File: config.mk
export PLATFORM = sky130hd
export DESIGN_NAME = nibble_serial_add_seq
export DESIGN_NICKNAME = d
export VERILOG_FILES = /design/src/rtl/adder_pkg.sv /design/src/rtl/nibble_cin_merge.sv /design/src/rtl/nibble_serial_add_seq.sv
export SDC_FILE = /design/constraint.sdc
export NUM_CORES = 1
export LEC_CHECK = 0
export CORE_ASPECT_RATIO = 0.8
export CORE_MARGIN = 2
export CORE_UTILIZATION = 35
export CTS_BUF_LIST = sky130_fd_sc_hd__clkbuf_8
export CTS_CLUSTER_DIAMETER = 60
export DETAILED_ROUTE_END_ITERATION = 16
export REMOVE_ABC_BUFFERS = 1
export SETUP_SLACK_MARGIN = 0.3
export SYNTH_ARGS = -nofsm -noshare
export SYNTH_HDL_FRONTEND = slang
export SYNTH_SLANG_ARGS = --single-unit
File: constraint.sdc
create_clock -name clk -period 4.1 [get_ports clk]
set_input_delay 1.025 -clock clk [delete_from_list [all_inputs] [get_ports clk]]
set_output_delay 1.025 -clock clk [all_outputs]
set_load 0.03 [all_outputs]
File: src/rtl/adder_pkg.sv
// Shared definitions for the nibble-serial adder sequencer.
package adder_pkg;

  localparam int unsigned NIBBLE_W = 4;

  typedef enum logic [1:0] {
    IDLE,
    RUN,
    DONE
  } seq_state_t;

endpackage

File: src/rtl/nibble_cin_merge.sv
// Folds an incoming carry into a 4-bit adder result that lacks a carry-in.
module nibble_cin_merge
  import adder_pkg::*;
(
  input  logic [NIBBLE_W-1:0] sum,
  input  logic                cout,
  input  logic                cin,
  output logic [NIBBLE_W-1:0] nib,
  output logic                carry_next
);

  assign nib = sum + NIBBLE_W'(cin);
  // sum==F with cin set cannot coincide with cout, so OR-ing never double-counts
  assign carry_next = cout | (cin & (sum == '1));

endmodule

File: src/rtl/nibble_serial_add_seq.sv
// Nibble-serial sequencer: feeds an external 4-bit adder LSB nibble first and
// assembles the full-width sum, merging the inter-nibble carry locally.
module nibble_serial_add_seq
  import adder_pkg::*;
#(
  parameter int unsigned NIBBLES = 4
) (
  input  logic                          clk,
  input  logic                          rst_n,
  input  logic                          s_valid,
  output logic                          s_ready,
  input  logic [NIBBLE_W*NIBBLES-1:0]   s_a,
  input  logic [NIBBLE_W*NIBBLES-1:0]   s_b,
  output logic [NIBBLE_W-1:0]           add_a,
  output logic [NIBBLE_W-1:0]           add_b,
  input  logic [NIBBLE_W-1:0]           add_sum,
  input  logic                          add_cout,
  output logic                          m_valid,
  input  logic                          m_ready,
  output logic [NIBBLE_W*NIBBLES-1:0]   m_sum,
  output logic                          m_cout
);

  localparam int unsigned WIDTH = NIBBLE_W * NIBBLES;
  localparam int unsigned IDX_W = (NIBBLES > 1) ? $clog2(NIBBLES) : 1;

  seq_state_t       state, state_next;
  logic [WIDTH-1:0] a_sh, b_sh, res, res_next;
  logic [IDX_W-1:0] idx;
  logic             carry, carry_next;
  logic [NIBBLE_W-1:0] nib;
  logic             last;

  assign last = (idx == IDX_W'(NIBBLES - 1));

  nibble_cin_merge u_merge (
    .sum        (add_sum),
    .cout       (add_cout),
    .cin        (carry),
    .nib        (nib),
    .carry_next (carry_next)
  );

  // New nibble enters at the MSB end so the first nibble lands at the bottom
  if (NIBBLES == 1) begin : g_res_one
    assign res_next = nib;
  end else begin : g_res_many
    assign res_next = {nib, res[WIDTH-1:NIBBLE_W]};
  end

  always_ff @(posedge clk or negedge rst_n) begin
    if (!rst_n) state <= IDLE;
    else        state <= state_next;
  end

  always_comb begin
    state_next = state;
    s_ready    = 1'b0;
    m_valid    = 1'b0;
    unique case (state)
      IDLE: begin
        s_ready = 1'b1;
        if (s_valid) state_next = RUN;
      end
      RUN: begin
        if (last) state_next = DONE;
      end
      DONE: begin
        m_valid = 1'b1;
        if (m_ready) state_next = IDLE;
      end
      default: state_next = IDLE;
    endcase
  end

  always_ff @(posedge clk or negedge rst_n) begin
    if (!rst_n) begin
      a_sh  <= '0;
      b_sh  <= '0;
      res   <= '0;
      carry <= 1'b0;
      idx   <= '0;
    end else if (state == IDLE && s_valid) begin
      a_sh  <= s_a;
      b_sh  <= s_b;
      res   <= '0;
      carry <= 1'b0;
      idx   <= '0;
    end else if (state == RUN) begin
      a_sh  <= a_sh >> NIBBLE_W;
      b_sh  <= b_sh >> NIBBLE_W;
      res   <= res_next;
      carry <= carry_next;
      idx   <= idx + IDX_W'(1);
    end
  end

  assign add_a  = (state == RUN) ? a_sh[NIBBLE_W-1:0] : '0;
  assign add_b  = (state == RUN) ? b_sh[NIBBLE_W-1:0] : '0;
  assign m_sum  = m_valid ? res : '0;
  assign m_cout = m_valid & carry;

endmodule

==> run metrics <==
Cells after Synth=245; Syn Area/Cell=10.3 um^2; slew at the pin closest to its max-slew limit=0.644 ns; # DRC=0; register area=1330 um^2; Antenna Cells=0; Critical Path Source Type=flip-flop; CTS Root Cell=clkbuf_8; num ports=68; Synth Area in Compound Gates=23.2%; reg-to-reg setup timing slack=2.07 ns; crit share post-route=79.0%; largest net degree at the start of global routing=37; DP Worst Slack=1.09 ns; cell area after layout=3260 um^2; Post-synth EDFFs=0; CTS buffer count=5; Synth area leaders=dfrtp_1 53%, a22oi_1 7.2%, and2_1 6.2%; WS Path Type=reg -> out; largest family of logic cells by synthesized area=compound AO/OA/AOI/OAI gates; # port buffers=67; worst setup margin=0.862 ns; Slew Viols, Final=0; adder-cell share of the synthesized area=1.49%; Final ANT Viol Nets=0; RSZ-0062 raised after global routing=false; status=finished clean; Area Overhead vs Synth=29.9%; slew margin rel.=57.1%; Routed Wire Length=5770 um; layout cells sized above 1=8.50%; fmax=309 MHz; vias in the first global route=1827; Worst IR Drop VDD=0.000211 V; die area=7880 um^2; crit-path cells=nor2b_1, buf_4, and2_1, clkdlybuf4s50_1; Worst Path Arrival=2.21 ns; crit-path max FO=19; first-pass GRT wire length=9260 um; Synth area leader=dfrtp_1; initial antenna violation count=0; Clock transition at path regs=0.09 ns; most frequent cell after synthesis=dfrtp_1; gr usage total=14.8%; Min Clock Period, post-route=3.24 ns; top-area cell type share of the netlist area=52.8%; Synth top cells by count=53 x dfrtp_1, 37 x nand2_1, 25 x and2_1, 24 x a22oi_1, 22 x o21ai_0; Final setup violation count=0; DRT iter0 DRCs=98; CTS tree=built; Via Count=1965; setup TNS=0 ns; leakage power=1.37 nW; Die Y=79.8 um; fin nets=349; Final HPWL DP=3870 um; WP data required=3.07 ns; CP peak stage delay=0.70 ns; skew final=0.0130 ns; clk_lat worst skew=0.30 ns; YS warnings=0; H-tree levels=2; routability cong.=0.745; initial cell density of the core=36.3%; hold_ws=0.477 ns; Seq/Total Area, Yosys=52.8%; worst min path class=reg -> reg; total power=2.05 mW; mux contribution to synthesized area=0%; Die Width=98.8 um; hold_buf cts=0; Simple-Gate Fraction of Synth Area=15.7%; post-cts resize count=0; area occupied by multi-input gates=1030 um^2; Sink Count=53; CP bufs+invs=2; filler cell count=664; Post-Place Cell Area=3180 um^2; Max Cap Violations=0; CP delay by family, top=buffers and inverters; slowest stage cell on the critical path=dfrtp_1; First-pass DRT Iterations=4; num rows=27; FFs w/ async S/R, synth=100%; endpoint class of the critical path=output pin; grt total ovfl=0; postcts setup bufs=0; XOR/XNOR Fraction of Synth Area=0.697%; PwrDens=627 nW/um^2; deepest clock path buffer count=2; Synth Flop Type=dfrtp_1; Synth cell types=26; Synth Cell Area=2510 um^2; core area=6930 um^2; WL per Instance=14.7 um; Synth Register Bits=53; hold violation count in the final report=0; Vias/cell=5.00
==> layer usage <==
metal,GRT usage (%),up-vias,part of all wire (%)
li1,-,976,-
met2,22.0,45,45
met3,3.68,5,4.6
met5,0,-,0
met1,21.5,939,50
met4,4.11,0,0.90
==> worst reg2reg max path, stage by stage (launching register included) <==
cell	delay [ns]
dfrtp_1	0.70
buf_4	0.37
o21bai_4	0.35
buf_4	0.36
nand2_1	0.08
o21ai_1	0.09
==> cell families after synthesis <==
family / after synthesis
compound gates: 87
fa+ha+maj: 3
xor+xnor: 2
simple gates: 78
buf+inv: 22
flops: 53
==> registers in the layout, indices dropped and copies added, names as in the netlist <==
register	cells
carry	1
idx	2
a_sh	16
b_sh	16
res	16
state	2
==> report_power, final <==
part | leakage, nW | switching (mW) | total [mW] | internal [mW]
clock network | 0.0491 | 0.169 | 0.285 | 0.116
registers | 0.691 | 0.148 | 0.881 | 0.733
logic | 0.631 | 0.496 | 0.880 | 0.383
==> cells in the final DEF (no fill, tap or decap), drive strengths merged <==
master,Yosys,final
a31oi,1,1
o21bai,1,1
a22oi,24,24
and2,25,25
nand3,1,1
xnor2,1,1
clkinv,0,2
buf,18,12
a22o,15,15
o22ai,1,1
xor2,1,1
clkdlybuf4s50,0,62
nand2b,1,1
dfrtp,53,53
a21oi,9,9
nor2,1,1
ha,3,3
clkbuf,3,5
nor2b,12,12
o21ai,36,36
nand2,37,37
inv,1,2
and3,1,1
==> path summary, 6_finish.rpt <==
check                           end  cells after the start      from
max reg2reg                 a_sh[9]                      5  state[1]
min                         b_sh[2]                      2   b_sh[2]
min reg2reg                 b_sh[2]                      2   b_sh[2]
max in group asynchronous  state[1]                      2     rst_n
min in group asynchronous  a_sh[13]                      1     rst_n
max                        m_sum[2]                      4  state[1]
==> layout make-up <==
cell class,instances,area share [%]
clock buffers,5,2.11
clock inverters,3,0.422
inverters,1,0.115
multi-input cells,170,31.7
flip-flops and latches,53,40.6
well taps,87,3.33
repair buffers,74,21.7
==> metrics by stage <==
stage / cells / utilization (%)
floorplan: 224 / -
global route: 393 / 47.1
CTS: 393 / 47.1
global placement: 385 / 45.9
finish: 393 / 47.1
detailed placement: 385 / 45.9
(Power assumes the default switching activity.)
